<file path="config.mk">
export PLATFORM = sky130hd
export DESIGN_NAME = ex_mem_pipeline_reg
export DESIGN_NICKNAME = d
export VERILOG_FILES = /design/src/rtl/ex_mem_pipeline_reg.sv
export SDC_FILE = /design/constraint.sdc
export NUM_CORES = 1
export LEC_CHECK = 0
export BUFFER_PORTS_ARGS = -buffer_cell sky130_fd_sc_hd__clkbuf_2
export CORE_ASPECT_RATIO = 0.8
export CORE_UTILIZATION = 47
export DETAILED_ROUTE_END_ITERATION = 12
export HOLD_SLACK_MARGIN = 0.15
export PLACE_DENSITY = 0.85
export SYNTH_ARGS = -nofsm -noshare
export SYNTH_HDL_FRONTEND = slang
export SYNTH_SLANG_ARGS = --single-unit
</file>
<file path="constraint.sdc">
create_clock -name clk -period 2.1 [get_ports clk]
set_input_delay 0 -clock clk [delete_from_list [all_inputs] [get_ports clk]]
set_output_delay 0 -clock clk [all_outputs]
set_load 0.02 [all_outputs]
</file>
<file path="src/rtl/ex_mem_pipeline_reg.sv">
// ----------------------------------------------------------------------------
// ex_mem_pipeline_reg
//
// EX/MEM pipeline register. Captures the execute-stage results and the M/WB
// control bits on each rising clock edge, with stall (hold), flush (bubble
// insert) and a valid bit that follows the instruction into MEM. It also
// produces the EX/MEM-sourced forwarding selects for the ALU operands of the
// instruction currently in EX, and counts inserted bubbles.
//
// Parameters
//   DATA_W : width of AddResult / ALUResult / read_data2 paths
//   REG_W  : width of register specifiers
//
// Ports
//   clk, rst_n             : rising-edge clock, asynchronous active-low reset
//   stall, flush           : hold all state / replace incoming with a bubble
//   ex_valid               : EX stage holds a real instruction
//   AddResult, ALUResult,
//   read_data2, exeMuxRes,
//   aluZero                : EX results to be registered
//   MemRead, MemWrite,
//   Branch, RegWrite,
//   MemtoReg               : M/WB control bits from ID/EX
//   ex_rs, ex_rt           : source registers of the instruction in EX
//   *_q                    : registered copies of the above
//   mem_valid              : MEM stage holds a real instruction
//   fwd_a, fwd_b           : forward ALUResult_q to ALU operand A / B
//   bubble_count           : saturating count of bubbles since reset
// ----------------------------------------------------------------------------
module ex_mem_pipeline_reg #(
    parameter int unsigned DATA_W = 32,
    parameter int unsigned REG_W  = 5
) (
    input  logic              clk,
    input  logic              rst_n,
    input  logic              stall,
    input  logic              flush,
    input  logic              ex_valid,
    input  logic [DATA_W-1:0] AddResult,
    input  logic [DATA_W-1:0] ALUResult,
    input  logic [DATA_W-1:0] read_data2,
    input  logic [REG_W-1:0]  exeMuxRes,
    input  logic              aluZero,
    input  logic              MemRead,
    input  logic              MemWrite,
    input  logic              Branch,
    input  logic              RegWrite,
    input  logic              MemtoReg,
    input  logic [REG_W-1:0]  ex_rs,
    input  logic [REG_W-1:0]  ex_rt,
    output logic [DATA_W-1:0] AddResult_q,
    output logic [DATA_W-1:0] ALUResult_q,
    output logic [DATA_W-1:0] read_data2_q,
    output logic [REG_W-1:0]  exeMuxRes_q,
    output logic              aluZero_q,
    output logic              MemRead_q,
    output logic              MemWrite_q,
    output logic              Branch_q,
    output logic              RegWrite_q,
    output logic              MemtoReg_q,
    output logic              mem_valid,
    output logic              fwd_a,
    output logic              fwd_b,
    output logic [15:0]       bubble_count
);

    // ------------------------------------------------------------------------
    // Registered state
    // ------------------------------------------------------------------------
    logic [DATA_W-1:0] r_add_result;
    logic [DATA_W-1:0] r_alu_result;
    logic [DATA_W-1:0] r_read_data2;
    logic [REG_W-1:0]  r_dst;
    logic              r_alu_zero;
    logic              r_mem_read;
    logic              r_mem_write;
    logic              r_branch;
    logic              r_reg_write;
    logic              r_mem_to_reg;
    logic              r_valid;
    logic [15:0]       r_bubble_count;

    // ------------------------------------------------------------------------
    // Next-state helpers
    // ------------------------------------------------------------------------
    logic w_load;          // normal capture of the EX stage this edge
    logic w_bubble;        // a bubble enters MEM this edge
    logic w_count_sat;     // bubble counter already at its ceiling

    assign w_load      = !flush && !stall;
    // A flush always inserts a bubble; a load of an invalid slot is a bubble too.
    assign w_bubble    = flush || (w_load && !ex_valid);
    assign w_count_sat = (r_bubble_count == '1);

    // ------------------------------------------------------------------------
    // Pipeline register: flush > stall > load
    // ------------------------------------------------------------------------
    always_ff @(posedge clk or negedge rst_n) begin
        if (!rst_n) begin
            r_add_result <= '0;
            r_alu_result <= '0;
            r_read_data2 <= '0;
            r_dst        <= '0;
            r_alu_zero   <= 1'b0;
            r_mem_read   <= 1'b0;
            r_mem_write  <= 1'b0;
            r_branch     <= 1'b0;
            r_reg_write  <= 1'b0;
            r_mem_to_reg <= 1'b0;
            r_valid      <= 1'b0;
        end else if (flush) begin
            r_add_result <= '0;
            r_alu_result <= '0;
            r_read_data2 <= '0;
            r_dst        <= '0;
            r_alu_zero   <= 1'b0;
            r_mem_read   <= 1'b0;
            r_mem_write  <= 1'b0;
            r_branch     <= 1'b0;
            r_reg_write  <= 1'b0;
            r_mem_to_reg <= 1'b0;
            r_valid      <= 1'b0;
        end else if (!stall) begin
            r_add_result <= AddResult;
            r_alu_result <= ALUResult;
            r_read_data2 <= read_data2;
            r_dst        <= exeMuxRes;
            r_alu_zero   <= aluZero;
            // An invalid slot must never write memory or the register file,
            // nor redirect the PC; its data fields still load.
            r_mem_read   <= MemRead  && ex_valid;
            r_mem_write  <= MemWrite && ex_valid;
            r_branch     <= Branch   && ex_valid;
            r_reg_write  <= RegWrite && ex_valid;
            r_mem_to_reg <= MemtoReg;
            r_valid      <= ex_valid;
        end
    end

    // ------------------------------------------------------------------------
    // Saturating bubble counter
    // ------------------------------------------------------------------------
    always_ff @(posedge clk or negedge rst_n) begin
        if (!rst_n) begin
            r_bubble_count <= '0;
        end else if (w_bubble && !w_count_sat) begin
            r_bubble_count <= r_bubble_count + 16'd1;
        end
    end

    // ------------------------------------------------------------------------
    // Forwarding selects (registered state vs. current EX sources)
    // Load results are not available until MEM completes, so a pending load
    // never forwards; the hazard unit stalls for load-use instead.
    // ------------------------------------------------------------------------
    logic w_fwd_src_ok;

    assign w_fwd_src_ok = r_valid && r_reg_write && !r_mem_to_reg && (r_dst != '0);

    always_comb begin
        fwd_a = 1'b0;
        fwd_b = 1'b0;
        if (w_fwd_src_ok) begin
            fwd_a = (r_dst == ex_rs);
            fwd_b = (r_dst == ex_rt);
        end
    end

    // ------------------------------------------------------------------------
    // Outputs
    // ------------------------------------------------------------------------
    assign AddResult_q  = r_add_result;
    assign ALUResult_q  = r_alu_result;
    assign read_data2_q = r_read_data2;
    assign exeMuxRes_q  = r_dst;
    assign aluZero_q    = r_alu_zero;
    assign MemRead_q    = r_mem_read;
    assign MemWrite_q   = r_mem_write;
    assign Branch_q     = r_branch;
    assign RegWrite_q   = r_reg_write;
    assign MemtoReg_q   = r_mem_to_reg;
    assign mem_valid    = r_valid;
    assign bubble_count = r_bubble_count;

endmodule
</file>
==> results.md, run 1 <==
* Reg2Reg Launch Point: bubble_count[13]
* Antenna violations before repair at 0
* Distinct cells, synth at 33
* Startpoint types: register
* Clk sinks at around 120
* Die width at about 120 um
* Async S/R FF share, synth at 1.00
* FMAX at 522 MHz
* H-tree levels at 4
* Reg2reg setup slack at 0.26 ns
* I/O Pins at 248
* Most frequent cells after synthesis: dfrtp_1 (124), nor2_1 (114), mux2i_1 (103)
* Final worst path period share at 0.913
* Synth Register Bits at 124
* Setup Buffers After CTS at 0
* CTS tree: built
* Final hold violation count at 0
* Setup Crit Path Kind: reg -> out
* Number of synthesized flops with an enable pin at 0
* First-pass DRT Iterations at 5
* Multi-input gate area at 0.00203 sq mm
* Per-cell routed wire length at 18.5 um
* Worst hold start: ex_valid
* Worst-margin pin slew at 1.16 ns
* Initial Utilization at 0.483
* Sequential Area at 0.00310 sq mm
* Synth top area cells: dfrtp_1 (59%), mux2i_1 (20%), nor2_1 (8.1%)
* CP required at 2.10 ns
* Area Overhead vs Synth at 65.6%
* Vias in the first global route at 5424
* Die height at ~97 um
* Post-Syn Area per Cell at ~12 sq um
* Crit end category: primary output
* Reg2reg end: bubble_count[1]
* Core area at around 0.011 sq mm
* Layout Nets at 954
* DIE AREA at around 0.012 sq mm
* Initial DRC Count at ~210
* Share of layout cells above drive strength 1 at 0.345
* Top_reg_cell synth: dfrtp_1
* Clock latency on the worst-skew pair at about 0.40 ns
* Worst-path maximum fanout at 5
* Via-to-Cell Ratio at around 5.2
* Headroom to the max-slew limit at 0.228
* Status: complete, no violations
* Post-CTS sizing at 0
* Via count at 5106
* Synth Instances at 441
* Top-count cell post-synth: dfrtp_1
* Worst Hold Depth at 4
* GRT overflow at 0
* CTS Buf Count at 17
* Routed wire length at 18300 um
* Critical Path AT at ~1.9 ns
* Max Clock Skew at ~0.0046 ns
* Hold_buf cts at 142
* Input/output buffers at 247
* Fin Setup TNS at 0 ns
* Util after Layout at 0.799
* Clock Pin Slew Worst Setup and Hold Paths at 0.06 ns
* Reg2reg path depth at 4
* Fin crit period at 1.92 ns
* RSZ-0062 raised after global routing: false
* Filler cells at 607
* Yosys top cell by area: dfrtp_1
* Setup-failing EPs final at 0
* Worst Hold Path EP: MemRead_q
* CTS root buffer: clkbuf_16
* Number of synthesis warnings at 0
* First-pass GRT wire length at 27700 um
* Largest net degree at the start of global routing at 108
* Row cnt at 34
* Leakage Power at 0.00468 uW
* GRT Util Overall at 0.315
* Max Cap Viol at 0
* Hold Path Class: in -> reg
* Pwr Density at 857 mW/mm^2
* Final HPWL DP at 9150 um
* Gpl congestion at ~0.9
* Sequential fraction of the synthesis area at 0.590
* DRT antenna net count at 0
* Max VDD drop at around 770 uV
* Clock buffer depth at 2
* Drt drc at 0
* Max-slew violation count at 0
* Synthesized Nets at 564
* Post-synthesis cell area at 0.00526 sq mm
* Post-synth top area share at 0.590
==> how the worst max path moves through the flow <==
stage	from	end	slack, ns	depth (start not counted)
finish	exeMuxRes_q[1]	fwd_b	0.18	4
global route	exeMuxRes_q[1]	fwd_b	0.04	4
CTS	exeMuxRes_q[1]	fwd_a	0.18	4
detailed placement	bubble_count[0]	bubble_count[1]	0.37	5
global placement	bubble_count[0]	bubble_count[1]	0.41	5
floorplan	bubble_count[0]	bubble_count[1]	0.38	5
==> per-layer routing <==
| metal | up-vias | GRT usage | wire (um) |
|---|---|---|---|
| li1 | 2266 | - | - |
| met1 | 2511 | 0.354 | 6880 |
| met2 | 274 | 0.579 | 9700 |
| met3 | 55 | 0.0775 | 1260 |
| met4 | 0 | 0.134 | 489 |
| met5 | - | 0 | 0 |
==> cells by family after synthesis <==
family | Yosys count | share of synthesized area
xor+xnor | 25 | 0.0417
compound gates | 10 | 0.0164
flops | 124 | 0.590
simple gates | 151 | 0.128
mux | 104 | 0.199
fa+ha+maj | 1 | 0.00238
buf+inv | 26 | 0.0226
==> layout by cell type, fill, tap and decap left out, types with 7 or more instances in the layout <==
| cell type | instances |
|---|---|
| clkbuf_2 | 244 |
| nor2_1 | 114 |
| xor2_1 | 18 |
| dfrtp_1 | 124 |
| clkbuf_16 | 17 |
| dlygate4sd3_1 | 142 |
| mux2i_1 | 103 |
| nand2_1 | 8 |
| xnor2_1 | 7 |
| buf_4 | 7 |
==> metrics by stage <==
stage / cells / cell area [sq um] / hold WS [ns] / power [uW] / setup slack (ns)
floorplan: 441 / 5260 / -0.296 / 3460 / 0.375
global placement: 814 / 6630 / -0.0920 / 3900 / 0.415
detailed placement: 814 / 6630 / -0.0827 / 3960 / 0.366
CTS: 988 / 8700 / 0.160 / 7400 / 0.180
global route: 988 / 8700 / 0.199 / 7710 / 0.0441
finish: 989 / 8700 / 0.167 / 7460 / 0.183
==> cell type report <==
type                            count  share of cell area
Timing Repair Buffer              395               0.313
Inverter                            2            0.000863
Clock buffer                       20              0.0525
Antenna cell                        1            0.000288
Tap cell                          144              0.0207
Sequential cell                   124               0.357
Multi-Input combinational cell    291               0.234
Clock inverter                     12              0.0221
==> flip-flops by register name (all words and copies together), names as in the netlist <==
name	flops
MemRead_q	1
MemtoReg_q	1
exeMuxRes_q	5
mem_valid	1
read_data2_q	32
Branch_q	1
RegWrite_q	1
MemWrite_q	1
aluZero_q	1
ALUResult_q	32
bubble_count	16
AddResult_q	32
==> worst max-delay path: stages, from the launching register on <==
cell and delay, ns:
dfrtp_1 0.45, or4_1 0.54, o21ai_0 0.24, nor4_1 0.12
clkbuf_2 0.17
==> report_power, final <==
part	switching, uW	leakage (uW)	internal [uW]	total [uW]
Combinational	794	0.00273	638	1430
Sequential	218	0.00164	2590	2800
Clock	1070	0.000312	2160	3230
Total	2080	0.00468	5390	7460
(Power assumes the default switching activity.)
==> inputs of run 2 (changes only) <==
--- a/config.mk
+++ b/config.mk
@@ -6,11 +6,12 @@
 export NUM_CORES = 1
 export LEC_CHECK = 0
 export BUFFER_PORTS_ARGS = -buffer_cell sky130_fd_sc_hd__clkbuf_2
+export CELL_PAD_IN_SITES_DETAIL_PLACEMENT = 2
+export CELL_PAD_IN_SITES_GLOBAL_PLACEMENT = 2
 export CORE_ASPECT_RATIO = 0.8
-export CORE_UTILIZATION = 47
+export CORE_UTILIZATION = 28
 export DETAILED_ROUTE_END_ITERATION = 12
-export HOLD_SLACK_MARGIN = 0.15
-export PLACE_DENSITY = 0.85
+export PLACE_DENSITY = 0.84
 export SYNTH_ARGS = -nofsm -noshare
 export SYNTH_HDL_FRONTEND = slang
 export SYNTH_SLANG_ARGS = --single-unit
==> results.md, run 2 (synthesized netlist as in run 1, its figures left out) <==
* Status: complete, no violations
* Placement Cell Area at 0.00676 sq mm
* Reg2reg setup slack at 0.23 ns
* GRT Util Overall at 0.236
* Part of the power in registers at 0.385
* Crit end category: primary output
* Vias in the first global route at 5858
* Max Cap Viol at 0
* Row cnt at 44
* Worst-path maximum fanout at 5
* Final hold violation count at 0
* CP required at 2.10 ns
* Headroom to the max-slew limit at 0.545
* Worst Hold Path EP: mem_valid
* Startpoint types: register
* Clock buffer depth at 2
* Initial Utilization at 0.288
* GRT overflow at 0
* Final design area excluding fillers at about 0.0086 sq mm
* Worst setup margin at 0.133 ns
* Share of layout cells above drive strength 1 at 0.348
* Psw at roughly 2100 uW
* Layout Nets at 934
* M1 WL at between 7000 and 8000 um
* H-tree levels at 4
* Final worst path period share at 0.937
* Antenna violations before repair at 1
* Max VDD drop at about 520 uV
* Post-CTS sizing at 0
* Clock Pin Slew Worst Setup and Hold Paths at 0.05 ns
* Fin Setup TNS at 0 ns
* Leakage Power at around 0.0046 uW
* CTS Buf Count at 17
* Fin crit period at a little under 2 ns
* DRT antenna net count at 0
* Routed wl met2 at 12200 um
* Clock latency on the worst-skew pair at 0.41 ns
* First-pass GRT wire length at 34200 um
* Int Power at 5150 uW
* CTS tree: built
* RSZ-0062 raised after global routing: false
* Reg2reg path depth at 5
* Routed wire length at 21900 um
* Final HPWL DP at 12400 um
* Core area at between 0.015 and 0.02 sq mm
* Reg2reg end: bubble_count[1]
* Max-slew violation count at 0
* Met3 wire length at 1280 um
* Util after Layout at 0.472
* Setup Crit Path Kind: reg -> out
* Gpl congestion at 0.795
* Per-cell routed wire length at ~20 um
* Worst Hold Depth at 3
* Largest net degree at the start of global routing at roughly 130
* Worst hold start: ex_valid
* Worst-margin pin slew at ~0.68 ns
* Input/output buffers at 247
* First-pass DRT Iterations at 4
* Pwr Density at 845 mW/mm^2
* Commonest non-fill, non-tap cell in the layout: clkbuf_2
* Reg2Reg Launch Point: bubble_count[0]
* Area Overhead vs Synth at 64.0%
* Clk sinks at 124
* Combinational power share at 0.192
* Initial DRC Count at 120
* Clock Power Share at 0.423
* Most frequent cells in the layout: clkbuf_2 (244), dfrtp_1 (124), dlygate4sd3_1 (124)
* Die width at 155 um
* FMAX at 508 MHz
* Via-to-Cell Ratio at between 4 and 5
* Sw frac at 0.294
* Critical Path AT at 1.97 ns
* Drt drc at 0
* Max Clock Skew at 0.00488 ns
* Setup-failing EPs final at 0
* Uppermost layer routed: met4
* Die height at 125 um
* Setup Buffers After CTS at 0
* Via count at 4918
* Pwr Total at 7290 uW
* CTS root buffer: clkbuf_16
* DP Worst Slack at 0.303 ns
* Hold Path Class: in -> reg
* DIE AREA at 0.0193 sq mm
* Launch point of the critical path: exeMuxRes_q[1]
* I/O Pins at 248
## run 2: worst max-delay path by stage
stage                                 end  slack [ns]  cells past startpoint
after global routing                fwd_a        0.06                      4
after global placement    bubble_count[1]        0.38                      5
after floorplan           bubble_count[1]        0.38                      5
after CTS                           fwd_b        0.13                      4
final                               fwd_a        0.13                      4
after detailed placement  bubble_count[1]        0.30                      5
## run 2: through the flow
step	hold WS [ns]	std cells
final	0.0408	1078
after CTS	0.0668	1077
after global routing	0.0654	1078
after floorplan	-0.296	441
after global placement	0.152	921
after detailed placement	0.166	921
## run 2: critical path, stage by stage (launching register included)
cell and delay [ns]:
dfrtp_1 0.44, or4_1 0.53, o21ai_0 0.27, nor4_1 0.12, clkbuf_2 0.19
## run 2: layout make-up
type | instances | area [sq um]
antenna | 1 | 2.50
clock buffer | 23 | 478
clock inverter | 9 | 136
fill | 1917 | 9660
inverter | 2 | 7.51
multi-input combinational | 291 | 2030
sequential | 124 | 3100
tap | 253 | 317
timing repair buffer | 375 | 2540
## run 2: power by group through the flow
stage / combinational, uW / sequential (uW) / clock, uW
2_1_floorplan: 428 / 3030 / 0
3_3_place_gp: 1130 / 2800 / 0
3_5_place_dp: 1180 / 2830 / 0
4_1_cts: 1380 / 2800 / 3150
5_1_grt: 1500 / 2840 / 3260
6_report: 1400 / 2810 / 3080
## run 2: layer usage
metal,GRT usage,up-vias
li1,-,2232
met1,0.240,2480
met2,0.448,170
met3,0.0685,36
met4,0.0900,0
met5,0,-
## run 2: what timing repair did
item	CTS	global route
hold endpoints to repair	231	0
hold buffers	124	0
setup endpoints to repair	0	0
